===== config.mk =====
export PLATFORM = sky130hd
export DESIGN_NAME = matmul_result_display
export DESIGN_NICKNAME = d
export VERILOG_FILES = /design/src/rtl/matmul_result_display.sv
export SDC_FILE = /design/constraint.sdc
export NUM_CORES = 1
export LEC_CHECK = 0
export CAP_MARGIN = 15
export CORE_MARGIN = 5
export CORE_UTILIZATION = 40
export CTS_CLUSTER_SIZE = 10
export DETAILED_ROUTE_END_ITERATION = 8
export PLACE_DENSITY = 0.59
export SETUP_SLACK_MARGIN = 0.15
export SYNTH_ARGS = -nofsm -noshare
export SYNTH_HDL_FRONTEND = slang
export SYNTH_SLANG_ARGS = --single-unit

===== constraint.sdc =====
create_clock -name clk -period 4.4 [get_ports clk]
set_clock_uncertainty 0.2 [all_clocks]
set_input_delay 0.66 -clock clk [delete_from_list [all_inputs] [get_ports clk]]
set_output_delay 0.66 -clock clk [all_outputs]
set_load 0.02 [all_outputs]

===== src/rtl/matmul_result_display.sv =====
// matmul_result_display: accepts one 2x2 result frame and time-multiplexes its four sums onto one seven-segment digit.
// Optional ERROR_DISPLAY_EN: a frame captured with err_in set shows 'E' in every slot.
module matmul_result_display #(
    parameter int DWELL_CYCLES = 1000,
    parameter int CNT_W        = 16
) (
    input  logic       clk,
    input  logic       rst_n,
    input  logic       ena,
    input  logic       res_valid,
    output logic       res_ready,
    input  logic [7:0] res_hi,
    input  logic [7:0] res_lo,
    input  logic       err_in,
    output logic [6:0] seg,
    output logic       dp,
    output logic [1:0] idx,
    output logic       busy,
    output logic       done
);
    typedef enum logic {IDLE, SHOW} state_t;

    localparam logic [CNT_W-1:0] LAST = CNT_W'(DWELL_CYCLES - 1);

    state_t           state, state_d;
    logic [CNT_W-1:0] cnt, cnt_d;
    logic [1:0]       idx_d;
    logic             done_d;
    logic [7:0]       hi_q, lo_q;
    logic [3:0]       nib;
    logic             err_show;
    logic             xfer;
    logic             last;

    function automatic logic [6:0] glyph(input logic [3:0] v);
        case (v)
            4'h0: glyph = 7'h3F;
            4'h1: glyph = 7'h06;
            4'h2: glyph = 7'h5B;
            4'h3: glyph = 7'h4F;
            4'h4: glyph = 7'h66;
            4'h5: glyph = 7'h6D;
            4'h6: glyph = 7'h7D;
            4'h7: glyph = 7'h07;
            4'h8: glyph = 7'h7F;
            4'h9: glyph = 7'h6F;
            4'hA: glyph = 7'h77;
            4'hB: glyph = 7'h7C;
            4'hC: glyph = 7'h39;
            4'hD: glyph = 7'h5E;
            4'hE: glyph = 7'h79;
            default: glyph = 7'h71;
        endcase
    endfunction

    assign res_ready = (state == IDLE) && ena && rst_n;
    assign xfer      = res_valid && res_ready;
    assign last      = cnt == LAST;
    assign busy      = state == SHOW;

`ifdef ERROR_DISPLAY_EN
    logic err_q;
    always_ff @(posedge clk)
        if (!rst_n) err_q <= 1'b0;
        else if (xfer) err_q <= err_in;
    assign err_show = err_q;
`else
    logic unused_err;
    assign unused_err = err_in;
    assign err_show   = 1'b0;
`endif

    always_comb begin
        state_d = state;
        cnt_d   = cnt;
        idx_d   = idx;
        done_d  = 1'b0;
        if (state == IDLE) begin
            if (xfer) begin
                state_d = SHOW;
                cnt_d   = '0;
                idx_d   = '0;
            end
        end else if (ena) begin
            cnt_d = last ? '0 : cnt + 1'b1;
            if (last) begin
                idx_d = idx + 1'b1;
                if (idx == 2'd3) begin
                    state_d = IDLE;
                    done_d  = 1'b1;
                end
            end
        end
    end

    always_ff @(posedge clk) begin
        if (!rst_n) begin
            state <= IDLE;
            cnt   <= '0;
            idx   <= '0;
            done  <= 1'b0;
        end else begin
            state <= state_d;
            cnt   <= cnt_d;
            idx   <= idx_d;
            done  <= done_d;
        end
    end

    always_ff @(posedge clk) begin
        if (!rst_n) begin
            hi_q <= '0;
            lo_q <= '0;
        end else if (xfer) begin
            hi_q <= res_hi;
            lo_q <= res_lo;
        end
    end

    assign nib = idx == 2'd0 ? hi_q[7:4] : idx == 2'd1 ? hi_q[3:0] : idx == 2'd2 ? lo_q[7:4] : lo_q[3:0];
    assign seg = !busy ? 7'h00 : err_show ? 7'h79 : glyph(nib);
    assign dp  = busy && idx == 2'd0 && !err_show;
endmodule


==> impl_metrics.csv, run 1 <==
group,metric,value,unit
pwr,switchingPower,174,uW
clocking,tritoncts,"built",
finish,fraction_of_layout_cells_with_a_size_suffix_above_1,8.77,%
pwr,power_frac_clock,40.7,%
critical_path,endpoint_kind,"primary output",
finish,multi_input_area,0.00132,mm^2
worst_hold_path,hold_path_class,"reg -> reg",
placement,numPortBuffers,32,
grt,grt_max_degree,28,
logic_synthesis,synth.avg_cell_area,8.42,um^2
clocking,cts-root-to-sink-buffers,2,
detailed_routing,number_of_nets_still_failing_antenna_checks_after_routing,0,
placement,gp_routability_congestion,0.778,
floorplan,core_area,0.00511,mm^2
logic_synthesis,mappedNetlistArea,0.00211,mm^2
floorplan,die_area,0.00684,mm^2
logic_synthesis,synth-warning-count,0,
critical_path,critical_path_data_arrival_time,3.30,ns
finish,regArea,722,um^2
logic_synthesis,number_of_enable_type_register_cells_in_the_synthesized_netlist,0,
sta,layout_worst_path_cycle_share,94.6,%
floorplan,io_pins,34,
finish,post-route-cell-area,0.00264,mm^2
detailed_routing,vias,1886,
logic_synthesis,synth_async_sr_flop_share,0,%
finish,syn2layout_area_growth,24.9,%
clocking,clk_pin_slew,0.08,ns
detailed_routing,route.final.wire_length,4.97,mm
clocking,insertion_delay,0.29,ns
clocking,htreeDepth,2,
logic_synthesis,ys.flop_type,"sky130_fd_sc_hd__dfxtp_1",
sta,setup-violations-final,0,
logic_synthesis,synth_cells,251,
sta,rsz_0062_raised_after_global_routing,"true",
critical_path,type_of_origin_of_the_critical_path,"flip-flop",
critical_path,path_buf_inv,2,
finish,layout.filler_cells,508,
grt,grt_antenna_before_repair,0,
finish,layout_common_cells,"sky130_fd_sc_hd__nand2_1, sky130_fd_sc_hd__dfxtp_1, sky130_fd_sc_hd__clkdlybuf4s50_1",
critical_path,worstPathCellList,"inv_1 > ha_1 > mux2_2 > o311ai_2 > mux2_2 > a221oi_1 > clkdlybuf4s50_1",
pwr,power.share.sequential,47.0,%
detailed_routing,avgViaCountPerCell,5.31,
logic_synthesis,synth_area_leader_cell,"sky130_fd_sc_hd__dfxtp_1",
critical_path,crit_fanout,8,
critical_path,critPathKind,"reg -> out",
pwr,power.share.switching,24.2,%
floorplan,num_rows,26,
floorplan,floorplan.die.width,82.7,um
sta,maxSlewHeadroom,51.5,%
critical_path,crit_top_cell,"sky130_fd_sc_hd__mux2_2",
finish,layout_commonest_cell,"sky130_fd_sc_hd__nand2_1",
critical_path,timing.critical_path.required,3.54,ns
placement,placedInstanceArea,0.00250,mm^2
floorplan,chipHeight,82.7,um
critical_path,worst_path_max_delay_cell,"sky130_fd_sc_hd__clkdlybuf4s50_1",
placement,dp.final_hpwl,3.45,mm
pwr,leakagePower,0.898,nW
status,result_of_the_run,"finished clean",
floorplan,start_util,41.4,%
pwr,report.power.total,718,uW
logic_synthesis,synth-seq-cells,36,
logic_synthesis,synth.area.top_cells,"sky130_fd_sc_hd__dfxtp_1, sky130_fd_sc_hd__nand2_1, sky130_fd_sc_hd__ha_1, sky130_fd_sc_hd__a21boi_0, sky130_fd_sc_hd__mux2i_1",
logic_synthesis,postSynthNetCount,283,
sta,timing.final.hold_violations,0,
critical_path,cp_top_family,"compound AO/OA/AOI/OAI gates",
pwr,ir_worst_vdd,0.130,mV
clocking,clk_sinks,36,
sta,final_max_slew_viol_count,0,
detailed_routing,detail_route.drc_violations,0,
finish,final_nets,316,
critical_path,largest_stage_delay_worst_path,0.65,ns
logic_synthesis,synth_seq_area_share,34.1,%
sta,max_freq,240,MHz
grt,grt_remaining_overflow,0,
placement,placed_cells,346,
sta,period_needed,4.16,ns
grt,groute.usage.overall,15.6,%
detailed_routing,detail_route.wl_per_cell,14.0,um
finish,n_antenna_cell,0,
clocking,cts-buffers-inserted,5,
sta,tightest_slew,0.721,ns
pwr,comb_power_share,12.3,%
critical_path,r2r_slack,1.96,ns
clocking,cts.root.buffer_cell,"sky130_fd_sc_hd__clkbuf_8",
grt,number_of_global_route_vias_before_repair,1702,
pwr,cell_internal_pwr,545,uW
sta,fin_setup_tns,0,ns
pwr,powerDensity,272,mW/mm^2
detailed_routing,drt_pass1_iterations,4,
logic_synthesis,synth.lib_cells_used.distinct,50,
grt,grt_pass1_wl,8.24,mm
run,number_of_max_cap_violations,0,
logic_synthesis,synthDominantCellAreaShare,34.1,%
finish,final_instance_count_excl_fillers,355,
detailed_routing,detailedRoute.firstIterationViolations,114,
==> area by class of cell <==
| type | instances | share of cell area, % |
|---|---|---|
| multi-input cells | 192 | 50.0 |
| flip-flops and latches | 36 | 27.3 |
| repair buffers | 37 | 13.6 |
| well taps | 70 | 3.32 |
| clock buffers | 6 | 2.75 |
| inverters | 12 | 1.71 |
| clock inverters | 2 | 1.33 |
==> flip-flops by register name, summed over array words and instances (netlist names) <==
name	flops
busy	1
cnt	16
done	1
hi_q	8
idx	2
lo_q	8
==> routing by layer <==
metal,wire (um),up-vias,GRT usage [%]
met2,2070,45,22.3
met4,63,0,4.41
met1,2580,845,23.5
met5,0,-,0
met3,259,6,3.15
li1,-,990,-
==> timing repair <==
item | in CTS | in global routing
pin swaps | 1 | 0
gates resized for setup | 5 | 1
buffers inserted | 1 | 0
hold buffers | 0 | 0
setup endpoints to repair | 6 | 5
==> cells in the mapped netlist (3+ instances only) <==
cell type and instances:
sky130_fd_sc_hd__nand2_1 44, sky130_fd_sc_hd__dfxtp_1 36, sky130_fd_sc_hd__a21boi_0 18, sky130_fd_sc_hd__inv_1 12
sky130_fd_sc_hd__a21oi_1 11, sky130_fd_sc_hd__ha_1 11, sky130_fd_sc_hd__clkbuf_1 9, sky130_fd_sc_hd__mux2i_1 8
sky130_fd_sc_hd__o21ai_0 8, sky130_fd_sc_hd__o31ai_1 8, sky130_fd_sc_hd__or4_1 8, sky130_fd_sc_hd__nand3_1 7
sky130_fd_sc_hd__nor2_1 7, sky130_fd_sc_hd__nand4_1 5, sky130_fd_sc_hd__a221oi_1 4, sky130_fd_sc_hd__and2_1 4
sky130_fd_sc_hd__and3_1 3, sky130_fd_sc_hd__mux2_2 3, sky130_fd_sc_hd__nor3b_1 3, sky130_fd_sc_hd__nor4_1 3
sky130_fd_sc_hd__xor2_1 3
==> worst min-delay path: stages, from the launching register on <==
cell and delay, ns:
sky130_fd_sc_hd__dfxtp_1 0.31, sky130_fd_sc_hd__nand2_1 0.04, sky130_fd_sc_hd__a21boi_0 0.07
==> final timing paths <==
| kind | from | endpoint | cells past startpoint |
|---|---|---|---|
| setup / recovery | idx[0] | seg[6] | 7 |
| hold / removal | lo_q[2] | lo_q[2] | 2 |
| setup reg to reg | cnt[4] | cnt[13] | 4 |
| hold reg to reg | lo_q[2] | lo_q[2] | 2 |
==> cells by family (layout without fill, tap and decap cells) <==
logic type	Yosys count	after routing	synth area share, %
fa+ha+maj	11	11	6.51
xor+xnor	5	5	2.07
mux	11	11	5.38
simple gates	100	100	25.1
buf+inv	23	57	4.50
flops	36	36	34.1
compound gates	65	65	22.4
==> metrics by stage <==
step	utilization [%]	setup WS [ns]	hold WS [ns]
6_report	51.7	0.237	0.266
5_1_grt	51.7	0.0434	0.292
4_1_cts	51.7	0.190	0.270
3_5_place_dp	49.0	0.231	0.259
3_3_place_gp	49.0	0.232	0.250
2_1_floorplan	-	0.657	0.238
==> power by group through the flow <==
stage	registers (mW)	clock network, mW	logic, mW
3_5_place_dp	0.345	0	0.0878
2_1_floorplan	0.343	0	0.0495
3_3_place_gp	0.345	0	0.0878
4_1_cts	0.337	0.299	0.0891
6_report	0.337	0.293	0.0885
5_1_grt	0.338	0.312	0.0967
Power figures use the tool's default switching activity.
==> inputs of run 2 (changes only) <==
CELL_PAD_IN_SITES_DETAIL_PLACEMENT = 0   (was not set)
CELL_PAD_IN_SITES_GLOBAL_PLACEMENT = 1   (was not set)
GPL_TIMING_DRIVEN = 0   (was not set)
PLACE_DENSITY = 0.76   (was 0.59)
==> run 2 against run 1 <==
Register-to-register slack improved by 0.06 ns. Global-route usage up 0.69 points. Wire length grew 4.7%. Worst setup slack gained 0.010 ns. Flip-flop and latch count did not move. Final area is 0.33% higher. Combinational power increased by 3.7%. Via count grew 4.3%. Die area is the same. Total power shrank 5.1%.
==> impl_metrics.csv, run 2 (same netlist as run 1, synthesis figures left out) <==
group,metric,value,unit
sta,maxSlewHeadroom,54.9,%
sta,max_freq,241,MHz
grt,grt_max_degree,11,
placement,placed_cells,351,
detailed_routing,number_of_nets_still_failing_antenna_checks_after_routing,0,
detailed_routing,route.final.wire_length,5.21,mm
clocking,cts-buffers-inserted,5,
floorplan,core_area,0.00511,mm^2
pwr,comb_power_share,13.5,%
run,number_of_max_cap_violations,0,
placement,dp_worst_setup_slack,-0.0959,ns
placement,numPortBuffers,30,
pwr,power_frac_clock,37.3,%
placement,dp.final_hpwl,3.84,mm
critical_path,cp_top_family,"buffers and inverters",
critical_path,largest_stage_delay_worst_path,0.54,ns
critical_path,worst_path_max_delay_cell,"sky130_fd_sc_hd__clkdlybuf4s50_1",
pwr,ir_worst_vdd,0.177,mV
grt,globalRouteMet3Util,3.36,%
critical_path,r2r_slack,2.02,ns
detailed_routing,detail_route.wl_per_cell,14.5,um
critical_path,critical_path.reg2reg.endpoint,"cnt[15]",
grt,met1_usage_grt,23.6,%
clocking,insertion_delay,0.29,ns
floorplan,floorplan.die.width,82.7,um
finish,n_antenna_cell,0,
detailed_routing,detail_route.drc_violations,0,
critical_path,worstPathCellList,"inv_1 > ha_2 > buf_2 > nor3b_1 > a221oi_4 > ha_2 > or4bb_1 > o21ai_0 > o32ai_1 > a32o_1 > clkdlybuf4s50_1",
sta,final.setup.worst_slack,0.247,ns
finish,syn2layout_area_growth,25.3,%
detailed_routing,avgViaCountPerCell,5.47,
finish,multi_input_area,0.00133,mm^2
grt,grt_remaining_overflow,0,
sta,fin_setup_tns,0,ns
critical_path,timing.rr.start,"cnt[4]",
clocking,tritoncts,"built",
finish,final_instance_count_excl_fillers,360,
finish,regArea,722,um^2
grt,grtUsageMet2,23.6,%
sta,layout_worst_path_cycle_share,94.4,%
detailed_routing,drt_pass1_iterations,4,
floorplan,num_rows,26,
status,result_of_the_run,"finished clean",
floorplan,io_pins,34,
placement,gp_routability_congestion,0.787,
pwr,cell_internal_pwr,516,uW
grt,number_of_global_route_vias_before_repair,1758,
critical_path,endpoint_kind,"primary output",
floorplan,start_util,41.4,%
floorplan,chipHeight,82.7,um
critical_path,r2r.worst_path.cells,5,
critical_path,path_buf_inv,3,
finish,final_nets,322,
finish,layout_commonest_cell,"sky130_fd_sc_hd__nand2_1",
critical_path,timing.critical_path.required,3.54,ns
clocking,htreeDepth,2,
critical_path,worst_setup_path_endpoint,"seg[3]",
sta,period_needed,4.15,ns
pwr,leakagePower,0.893,nW
critical_path,crit_top_cell,"sky130_fd_sc_hd__ha_2",
clocking,clk_sinks,36,
finish,max_ffs_per_register,16,
floorplan,die_area,0.00684,mm^2
grt,grt_pass1_wl,8.51,mm
critical_path,critical_path_data_arrival_time,3.29,ns
finish,postLayoutCoreUtil,51.9,%
critical_path,critPathKind,"reg -> out",
sta,setup-violations-final,0,
pwr,powerDensity,257,mW/mm^2
sta,final_max_slew_viol_count,0,
grt,groute.usage.overall,16.3,%
pwr,power.share.switching,24.3,%
finish,fraction_of_layout_cells_with_a_size_suffix_above_1,8.62,%
clocking,cts.root.buffer_cell,"sky130_fd_sc_hd__clkbuf_8",
finish,largest_registers,"cnt x16, hi_q x8, lo_q x8",
sta,rsz_0062_raised_after_global_routing,"true",
finish,layout_common_cells,"sky130_fd_sc_hd__nand2_1, sky130_fd_sc_hd__dfxtp_1, sky130_fd_sc_hd__clkdlybuf4s50_1",
critical_path,crit_fanout,10,
critical_path,crit_cells,11,
pwr,switchingPower,166,uW
sta,timing.final.hold_violations,0,
clocking,cts-root-to-sink-buffers,2,
clocking,clk_pin_slew,0.07,ns
detailed_routing,detailedRoute.firstIterationViolations,145,
detailed_routing,vias,1968,
pwr,power.share.sequential,49.3,%
critical_path,type_of_origin_of_the_critical_path,"flip-flop",
critical_path,worst_setup_path_startpoint,"idx[1]",
grt,grt_antenna_before_repair,0,
clocking,cts-hold-fix-buffers,0,
finish,layout.filler_cells,514,
worst_hold_path,hold_path_class,"reg -> reg",
pwr,report.power.total,682,uW
grt,busiest_layer,"met1",
sta,tightest_slew,0.677,ns
finish,registers.top_by_ff_count,"cnt",
-- run 2: changes by cell type in the layout (fill, tap and decap cells not counted), sizes merged --
cell and delta:
clkbuf +9, clkdlybuf4s50 -2, bufinv -1, clkinv -1
-- run 2: tightest hold or removal path, stage by stage, from the launching register on --
cell,delay (ns)
sky130_fd_sc_hd__dfxtp_1,0.31
sky130_fd_sc_hd__nand2_1,0.04
sky130_fd_sc_hd__a21boi_0,0.06
-- run 2: final cells by class --
| cell class | count | share of cell area (%) |
|---|---|---|
| Buffer | 11 | 1.94 |
| Clock buffer | 7 | 3.64 |
| Inverter | 12 | 1.70 |
| Multi-Input combinational cell | 192 | 50.3 |
| Sequential cell | 36 | 27.3 |
| Tap cell | 70 | 3.31 |
| Timing Repair Buffer | 32 | 11.9 |
-- run 2: what timing repair did --
action / CTS / global route
resized for setup: 5 / 4
pin swaps: 1 / 0
gates cloned: 0 / 0
hold endpoints to repair: 0 / 0
endpoints found under the setup margin: 7 / 4
buffers inserted: 2 / 0
-- run 2: how the worst min path moves through the flow --
| stage | from | slack [ns] | cells after the start | endpoint |
|---|---|---|---|---|
| after floorplan | hi_q[6] | 0.24 | 2 | hi_q[6] |
| after global placement | lo_q[7] | 0.25 | 2 | lo_q[7] |
| after detailed placement | lo_q[2] | 0.26 | 2 | lo_q[2] |
| after CTS | lo_q[2] | 0.27 | 2 | lo_q[2] |
| after global routing | hi_q[1] | 0.29 | 2 | hi_q[1] |
| final | lo_q[2] | 0.26 | 2 | lo_q[2] |
-- run 2: per-stage QoR --
| stage | hold WS (ns) | cell area [um^2] |
|---|---|---|
| 2_1_floorplan | 0.238 | 2110 |
| 3_3_place_gp | 0.251 | 2500 |
| 3_5_place_dp | 0.257 | 2500 |
| 4_1_cts | 0.266 | 2640 |
| 5_1_grt | 0.292 | 2650 |
| 6_report | 0.263 | 2650 |
-- run 2: layer usage --
layer  share of wire (%)  vias up
met1                  51      921
li1                    -      998
met3                 6.0        7
met4                 1.4        0
met2                  41       42
met5                   0        -
-- run 2: power by group through the flow --
stage	clock, mW	sequential (mW)	combinational [mW]
2_1_floorplan	0	0.343	0.0495
3_3_place_gp	0	0.343	0.0901
3_5_place_dp	0	0.344	0.0902
4_1_cts	0.261	0.336	0.0923
5_1_grt	0.276	0.337	0.100
6_report	0.254	0.336	0.0918
